**src/rtl/freq_bcd_conv.sv**
```systemverilog
// freq_bcd_conv: binary Hz value to packed BCD for the 7-seg driver.
// Serial double-dabble, one bit per clk_100kHz cycle, saturating output.
module freq_bcd_conv #(
  parameter int IN_W   = 32,
  parameter int DIGITS = 8
) (
  input  logic                  clk_100kHz,
  input  logic                  rst_,
  input  logic [IN_W-1:0]       freq_in,
  output logic [4*DIGITS-1:0]   bcd_out,
  output logic                  ovf,
  output logic                  valid,
  output logic                  busy
);

  function automatic logic [63:0] pow10(input int n);
    logic [63:0] r;
    r = 64'd1;
    for (int k = 0; k < n; k++) r = r * 64'd10;
    return r;
  endfunction

  // digits needed for 2^IN_W-1 (log10(2) ~ 0.30103)
  localparam int NEED  = (IN_W * 30103) / 100000 + 1;
  localparam int BCD_N = (NEED > DIGITS) ? NEED : DIGITS;
  localparam int BCD_W = 4 * BCD_N;
  localparam int CNT_W = $clog2(IN_W + 1);
  localparam logic [63:0] LIMIT = pow10(DIGITS) - 64'd1;

  typedef enum logic [1:0] {
    IDLE = 2'd0,
    CONV = 2'd1,
    DONE = 2'd2
  } state_t;

  state_t              state_q, state_d;
  logic [IN_W-1:0]     last_q, last_d;
  logic [IN_W-1:0]     bin_q, bin_d;
  logic [BCD_W-1:0]    bcd_q, bcd_d;
  logic [CNT_W-1:0]    cnt_q, cnt_d;
  logic                ovfp_q, ovfp_d;
  logic [4*DIGITS-1:0] out_q, out_d;
  logic                ovf_q, ovf_d;
  logic                valid_q, valid_d;
  logic                busy_q, busy_d;

  logic [BCD_W-1:0]      adj;
  logic [BCD_W+IN_W-1:0] sh;

  // state and datapath registers
  always_ff @(posedge clk_100kHz or negedge rst_) begin
    if (!rst_) begin
      state_q <= IDLE;
      last_q  <= '0;
      bin_q   <= '0;
      bcd_q   <= '0;
      cnt_q   <= '0;
      ovfp_q  <= 1'b0;
      out_q   <= '0;
      ovf_q   <= 1'b0;
      valid_q <= 1'b0;
      busy_q  <= 1'b0;
    end else begin
      state_q <= state_d;
      last_q  <= last_d;
      bin_q   <= bin_d;
      bcd_q   <= bcd_d;
      cnt_q   <= cnt_d;
      ovfp_q  <= ovfp_d;
      out_q   <= out_d;
      ovf_q   <= ovf_d;
      valid_q <= valid_d;
      busy_q  <= busy_d;
    end
  end

  // add-3 on every nibble >= 5, then shift {bcd, bin} left one bit
  always_comb begin
    adj = bcd_q;
    for (int i = 0; i < BCD_N; i++) begin
      if (adj[4*i +: 4] >= 4'd5)
        adj[4*i +: 4] = adj[4*i +: 4] + 4'd3;
    end
    sh = {adj, bin_q} << 1;
  end

  // next-state and output decode
  always_comb begin
    state_d = state_q;
    last_d  = last_q;
    bin_d   = bin_q;
    bcd_d   = bcd_q;
    cnt_d   = cnt_q;
    ovfp_d  = ovfp_q;
    out_d   = out_q;
    ovf_d   = ovf_q;
    valid_d = 1'b0;
    busy_d  = busy_q;
    unique case (state_q)
      IDLE: begin
        if (freq_in != last_q) begin
          bin_d   = freq_in;
          last_d  = freq_in;
          bcd_d   = '0;
          cnt_d   = '0;
          ovfp_d  = 64'(freq_in) > LIMIT;
          busy_d  = 1'b1;
          state_d = CONV;
        end
      end
      CONV: begin
        bcd_d = sh[BCD_W+IN_W-1:IN_W];
        bin_d = sh[IN_W-1:0];
        cnt_d = cnt_q + CNT_W'(1);
        if (cnt_q == CNT_W'(IN_W - 1))
          state_d = DONE;
      end
      DONE: begin
        out_d   = ovfp_q ? {DIGITS{4'h9}}
                         : bcd_q[4*DIGITS-1:0];
        ovf_d   = ovfp_q;
        valid_d = 1'b1;
        busy_d  = 1'b0;
        state_d = IDLE;
      end
      default: state_d = IDLE;
    endcase
  end

  assign bcd_out = out_q;
  assign ovf     = ovf_q;
  assign valid   = valid_q;
  assign busy    = busy_q;

endmodule
```
**config.mk**
```make
export PLATFORM = sky130hd
export DESIGN_NAME = freq_bcd_conv
export DESIGN_NICKNAME = d
export VERILOG_FILES = /design/src/rtl/freq_bcd_conv.sv
export SDC_FILE = /design/constraint.sdc
export NUM_CORES = 1
export LEC_CHECK = 0
export ABC_CLOCK_PERIOD_IN_PS = 2500
export CAP_MARGIN = 20
export CORE_MARGIN = 4
export CORE_UTILIZATION = 57
export CTS_CLUSTER_DIAMETER = 60
export CTS_CLUSTER_SIZE = 28
export DETAILED_ROUTE_END_ITERATION = 10
export GPL_ROUTABILITY_DRIVEN = 0
export HOLD_SLACK_MARGIN = 0.1
export PLACE_DENSITY = 0.88
export SETUP_SLACK_MARGIN = 0.15
export SLEW_MARGIN = 40
export SYNTH_ARGS = -nofsm -noshare
export SYNTH_HDL_FRONTEND = slang
export SYNTH_SLANG_ARGS = --single-unit
```
**constraint.sdc**
```tcl
create_clock -name clk_100kHz -period 2.5 [get_ports clk_100kHz]
set_clock_uncertainty 0.2 [all_clocks]
set_input_delay 0.625 -clock clk_100kHz [delete_from_list [all_inputs] [get_ports clk_100kHz]]
set_output_delay 0.625 -clock clk_100kHz [all_outputs]
set_load 0.01 [all_outputs]
```
==> flow_summary.toml, run 1 <==
[timing]
fin_crit_ns = 2.35
max_freq_mhz = 425
slew_viol_final = 0
finalHoldViolCount = 0
slew_headroom_pct = 61.5
period_share_pct = 94.1
final-setup-viol-count = 0
rsz0062_at_grt = "yes"
setup_slack_ns = 0.148
tightestPinTransition_ns = 0.575

[critical_path]
cp_data_required_time_ns = 2.60
slowest_stage = "nor4_4"
path_class = "in2reg"
end_kind = "register"
cp_cell_sequence = "dlygate4sd2_1, xnor2_1, nand4_1, nor4_4, buf_4, buf_12, a21oi_1, a311o_1"
reg2reg_from = "last_q[22]"
start_kind = "primary input"
cp-startpoint = "freq_in[28]"
cp.arrival_ns = 2.45
crit_family = "buffers and inverters"
critPathMaxStageDelay_ns = 0.36
cp_num_buf_inv = 3
path_max_fanout = 15

[power]
p_leak_nw = 4.13
irDropWorstVdd_v = 0.000496
powerDensity_nw_per_um2 = 672

[grt]
grt_antenna_before_repair = 0
grt_max_degree = 51
grt_pass1_wl_um = 32900
grt_pass1_vias = 6490
grt_overflow = 0
grt_usage_pct = 29.1

[cts]
clock-root-buffer = "clkbuf_16"
clock_path_buffers = 2
cts_tree = "yes"
clk_transition_reported_paths_ns = 0.06
htreeDepth = 4
clk_latency_ns = 0.43
numCtsBuffers = 17
clock_sinks = 140

[synth]
yosysSeqAreaShare_pct = 49.4
synth_edf_count = 0
synth-warning-count = 0
synth_area_per_cell_um2 = 9.65
syn-num-nets = 785
ys_seq_elements = 140
syn_inst = 734
synth_top_flop_cell = "dfrtp_1"
synth_area_um2 = 7090
synth_cell_types = 42
synthArstFlopShare_pct = 100

[routing]
vias = 6511
wl_per_cell_um = 20.4
vias_per_cell = 6.43
drt_iter0_drc = 680
drt_first_pass_iters = 6
drc = 0
ant_nets = 0
wl_um = 20700

[layout]
final_core_util_pct = 75.7
insertedDiodeCount = 0
stdcell_count = 1013
nNetsFinal = 883
syn2layout_area_growth_pct = 29.5
final_common_cell = "dfrtp_1"
drive_gt1_share_pct = 15.6
final_cell_mix = "dfrtp_1 (140), nand2_1 (96), inv_1 (49), a21oi_1 (47), buf_4 (43)"

[floorplanning]
dieArea_um2 = 14300
core_um2 = 12100
die_h_um = 119
ios = 69
die_w_um = 119
initial_core_util_pct = 58.5
rows = 40

[placed_design]
place_hpwl_um = 12600
dpl.cell_count = 971
post-place-ws_ns = -0.566
io_buffer_count = 68

[run_status]
status = "completed"

[job]
maxCapViolCount = 0

[worst_hold_path]
worst_hold_path_type = "reg2reg"
hp-start = "bcd_out[13]"
-- worst min-delay path, stage by stage, from the launching register on --
cell     delay, ns
dfrtp_1       0.34
nand2_1       0.05
o31ai_1       0.05
-- flip-flops by register name, summed over array words and instances (netlist names) --
register / count
bcd_out: 32
bcd_q: 32
bin_q: 32
busy: 1
cnt_q: 6
last_q: 32
ovf: 1
ovfp_q: 1
state_q: 2
valid: 1
-- kinds of logic (layout without fill, tap and decap cells) --
kind of cell | count (synthesis) | after routing | share of synthesized area [%]
mux | 5 | 5 | 0.759
simple gates | 189 | 189 | 13.0
flops | 140 | 140 | 49.4
buf+inv | 101 | 211 | 5.90
compound gates | 234 | 235 | 22.0
fa+ha+maj | 17 | 17 | 3.00
xor+xnor | 48 | 48 | 5.93
-- stage by stage --
step	TNS [ns]	total power, mW	hold slack (ns)	area [um2]
after detailed placement	-50.25	3.36	0.267	8240
after floorplan	0	3.04	0.129	7090
after global placement	-44.77	3.28	0.262	8240
after global routing	0	6.37	0.310	9170
final	0	6.16	0.279	9170
after CTS	0	6.15	0.280	9030
-- what timing repair did --
| action | CTS | global route |
|---|---|---|
| gates resized for setup | 46 | 43 |
| endpoints found under the hold margin | 36 | 0 |
| buffers inserted | 4 | 3 |
| setup endpoints to repair | 104 | 91 |
| pin swaps | 30 | 27 |
| cloned | 1 | 1 |
| hold buffers | 1 | 0 |
-- final cells by class --
type	count	area (um2)
multi-input cells	494	3360
clock buffers	22	464
fillers	759	2940
clock inverters	10	188
well taps	168	210
inverters	50	188
repair buffers	129	1260
flip-flops and latches	140	3500
-- Yosys cell counts (2+ instances only) --
master	count	area, um2
mux2_2	3	33.8
and2_1	3	18.8
o22ai_1	49	307
nor2_1	30	113
inv_1	49	184
clkbuf_1	37	139
xnor2_1	40	350
ha_1	17	213
dfrtp_1	140	3500
a21oi_1	50	250
o21ai_0	49	245
nand2b_1	17	106
a311o_1	31	310
mux2i_1	2	20.0
a31oi_1	9	56.3
o31ai_1	9	67.6
o211ai_1	2	15.0
xor2_1	8	70.1
buf_2	7	35.0
nand2_1	97	364
or3_1	9	56.3
nor4_4	2	42.5
nor4b_1	8	70.1
a22o_1	30	263
nor3b_1	2	15.0
nand4_1	11	68.8
buf_4	6	45.0
nand3_1	3	15.0
-- per-layer routing --
layer	up-vias	track usage, %	routed length (um)
li1	2830	-	-
met1	3139	35.3	7560
met2	430	48.2	10200
met3	112	8.01	1930
met4	0	13.8	1050
met5	-	0	0
-- power by group --
group	switching, mW	leakage [nW]	internal, mW
Sequential	0.162	1.70	2.41
Clock	0.980	0.311	1.82
Combinational	0.418	2.11	0.373
-- path summary, 6_finish.rpt --
kind	slack (ns)	to	depth (start not counted)
setup / recovery	0.15	bin_q[21]	8
hold / removal	0.28	bcd_out[13]	2
setup reg to reg	0.16	bin_q[21]	7
hold reg to reg	0.28	bcd_out[13]	2
max in group asynchronous	0.92	bin_q[3]	3
min in group asynchronous	0.48	bcd_out[6]	2
(Power assumes the default switching activity.)
==> run 2: changes to the inputs <==
--- a/config.mk
+++ b/config.mk
@@ -9,7 +9,6 @@
 export CAP_MARGIN = 20
 export CORE_MARGIN = 4
 export CORE_UTILIZATION = 57
-export CTS_CLUSTER_DIAMETER = 60
 export CTS_CLUSTER_SIZE = 28
 export DETAILED_ROUTE_END_ITERATION = 10
 export GPL_ROUTABILITY_DRIVEN = 0
==> results of run 2 <==
The final DEF is identical to that of run 1; final timing and power are the same.
==> run 3: changes to the inputs <==
==> constraint.sdc (replaced) <==
create_clock -name clk_100kHz -period 2.5 [get_ports clk_100kHz]
set_clock_uncertainty 0.2 [all_clocks]
set_input_delay 0.5 -clock clk_100kHz [delete_from_list [all_inputs] [get_ports clk_100kHz]]
set_output_delay 0.5 -clock clk_100kHz [all_outputs]
set_load 0.01 [all_outputs]
==> flow_summary.toml, run 3 (synthesis gave the netlist of run 1 again) <==
[grt]
met1_usage_pct = 33.2
grt_antenna_before_repair = 0
grt_pass1_wl_um = 30000
grtUsageMet2_pct = 43.3
grt_pass1_vias = 6151
grt_usage_pct = 26.0
grt_overflow = 0
grt.met3_usage_pct = 5.51
grt.busiest_layer = "met2"
grt_max_degree = 65

[timing]
period_share_pct = 93.6
max_freq_mhz = 427
tightestPinTransition_ns = 0.580
slew_headroom_pct = 61.2
final-setup-viol-count = 0
setup_tns_ns = 0
fin_crit_ns = 2.34
slew_viol_final = 0
rsz0062_at_grt = "yes"
finalHoldViolCount = 0
whs_ns = 0.274

[floorplanning]
ios = 69
die_h_um = 119
die_w_um = 119
initial_core_util_pct = 58.5
core_um2 = 12100
rows = 40
dieArea_um2 = 14300

[layout]
insertedDiodeCount = 0
drive_gt1_share_pct = 13.3
final_cell_mix = "dfrtp_1 (140), nand2_1 (96), a21oi_1 (50), inv_1 (49), clkdlybuf4s50_1 (48)"
fin_area_um2 = 9060
nNetsFinal = 881
syn2layout_area_growth_pct = 27.8
final_common_cell = "dfrtp_1"

[routing]
drt_first_pass_iters = 6
ant_nets = 0
wl_um = 18800
vias_per_cell = 6.19
drc = 0
wl_per_cell_um = 18.6
drt_iter0_drc = 656
vias = 6257

[placed_design]
dpl_cell_area_um2 = 8280
place_hpwl_um = 12400
io_buffer_count = 68

[critical_path]
path_class = "in2reg"
critPathMaxStageDelay_ns = 0.45
cp_num_buf_inv = 4
cp_data_required_time_ns = 2.63
cp.arrival_ns = 2.47
r2r_cells = 7
r2r_slack_ns = 0.17
slowest_stage = "clkdlybuf4s50_1"
end_kind = "register"
start_kind = "primary input"
r2r-end = "bin_q[2]"
cp_cell_sequence = "clkdlybuf4s50_1, xnor2_1, nand4_1, nor4_4, buf_4, buf_6, a21oi_4, buf_12, o22ai_1"
crit_family = "buffers and inverters"
path_max_fanout = 23
reg2reg_from = "last_q[4]"

[power]
irDropWorstVdd_v = 0.000522
powerDensity_nw_per_um2 = 644
p_leak_nw = 4.16
total_power_mw = 5.83

[worst_hold_path]
hold_depth = 3
hp-start = "freq_in[11]"
min_to = "last_q[11]"
worst_hold_path_type = "in2reg"

[cts]
clk_transition_reported_paths_ns = 0.06
cts_tree = "yes"
clk_latency_ns = 0.42
clock_sinks = 140
numCtsBuffers = 17
clock_path_buffers = 2
htreeDepth = 4
clock-root-buffer = "clkbuf_16"

[job]
maxCapViolCount = 0

[run_status]
status = "completed"
==> run 3: cell count changes in the layout (fill, tap and decap cells not counted), sizes merged <==
| cell | before | now |
|---|---|---|
| dlygate4sd2 | 21 | 2 |
| dlymetal6s2s | 3 | 17 |
| clkdlybuf4s50 | 35 | 48 |
| bufinv | 5 | 2 |
| clkdlybuf4s15 | 3 | 0 |
| clkbuf | 28 | 26 |
| a21oi | 52 | 51 |
| buf | 60 | 59 |
| clkinv | 4 | 5 |
| clkinvlp | 2 | 1 |
==> run 3: layout make-up <==
class | count | area (um2)
Inverter | 50 | 188
Multi-Input combinational cell | 493 | 3280
Timing Repair Buffer | 128 | 1300
Tap cell | 168 | 210
Clock inverter | 7 | 87.6
Clock buffer | 25 | 485
Sequential cell | 140 | 3500
Fill cell | 760 | 3050
==> run 3: power by group <==
group / internal (mW) / total (mW) / switching, mW
Clock: 1.54 / 2.47 / 0.930
Combinational: 0.387 / 0.803 / 0.415
Sequential: 2.41 / 2.56 / 0.152
Total: 4.33 / 5.83 / 1.50
==> run 3: repair_timing <==
action,in CTS,in global routing
gates cloned,1,0
pin swaps,4,19
resized for setup,9,35
hold buffers,1,0
buffers inserted,1,2
endpoints found under the setup margin,96,100
hold endpoints to repair,38,0
==> run 3: worst max path at each step <==
stage | to | slack [ns] | startpoint | cells after the start
after CTS | bcd_q[8] | 0.14 | freq_in[19] | 8
after global placement | bin_q[12] | -0.30 | freq_in[1] | 7
after global routing | bin_q[23] | 0.07 | freq_in[2] | 8
after floorplan | last_q[10] | 0.32 | freq_in[31] | 8
final | last_q[17] | 0.16 | freq_in[2] | 9
after detailed placement | last_q[24] | -0.37 | freq_in[1] | 8
==> run 3: per-layer routing <==
layer	share of wire [%]	vias up
met5	0	-
met4	3.2	0
met3	6.8	62
met2	51	329
met1	39	3049
li1	-	2817
==> run 3: worst register-to-register path: stages, from the launching register on <==
cell and delay (ns):
dfrtp_1 0.42, xnor2_2 0.23, nand4_1 0.20, nor4_4 0.46
buf_6 0.20, buf_4 0.12, a21oi_1 0.06, a311o_1 0.31
==> run 3: stage by stage <==
step	util, %	setup WS [ns]	cells
after global routing	74.8	0.0733	1011
after CTS	73.6	0.144	1009
after global placement	68.3	-0.303	974
after detailed placement	68.3	-0.366	974
final	74.8	0.159	1011
after floorplan	-	0.321	734
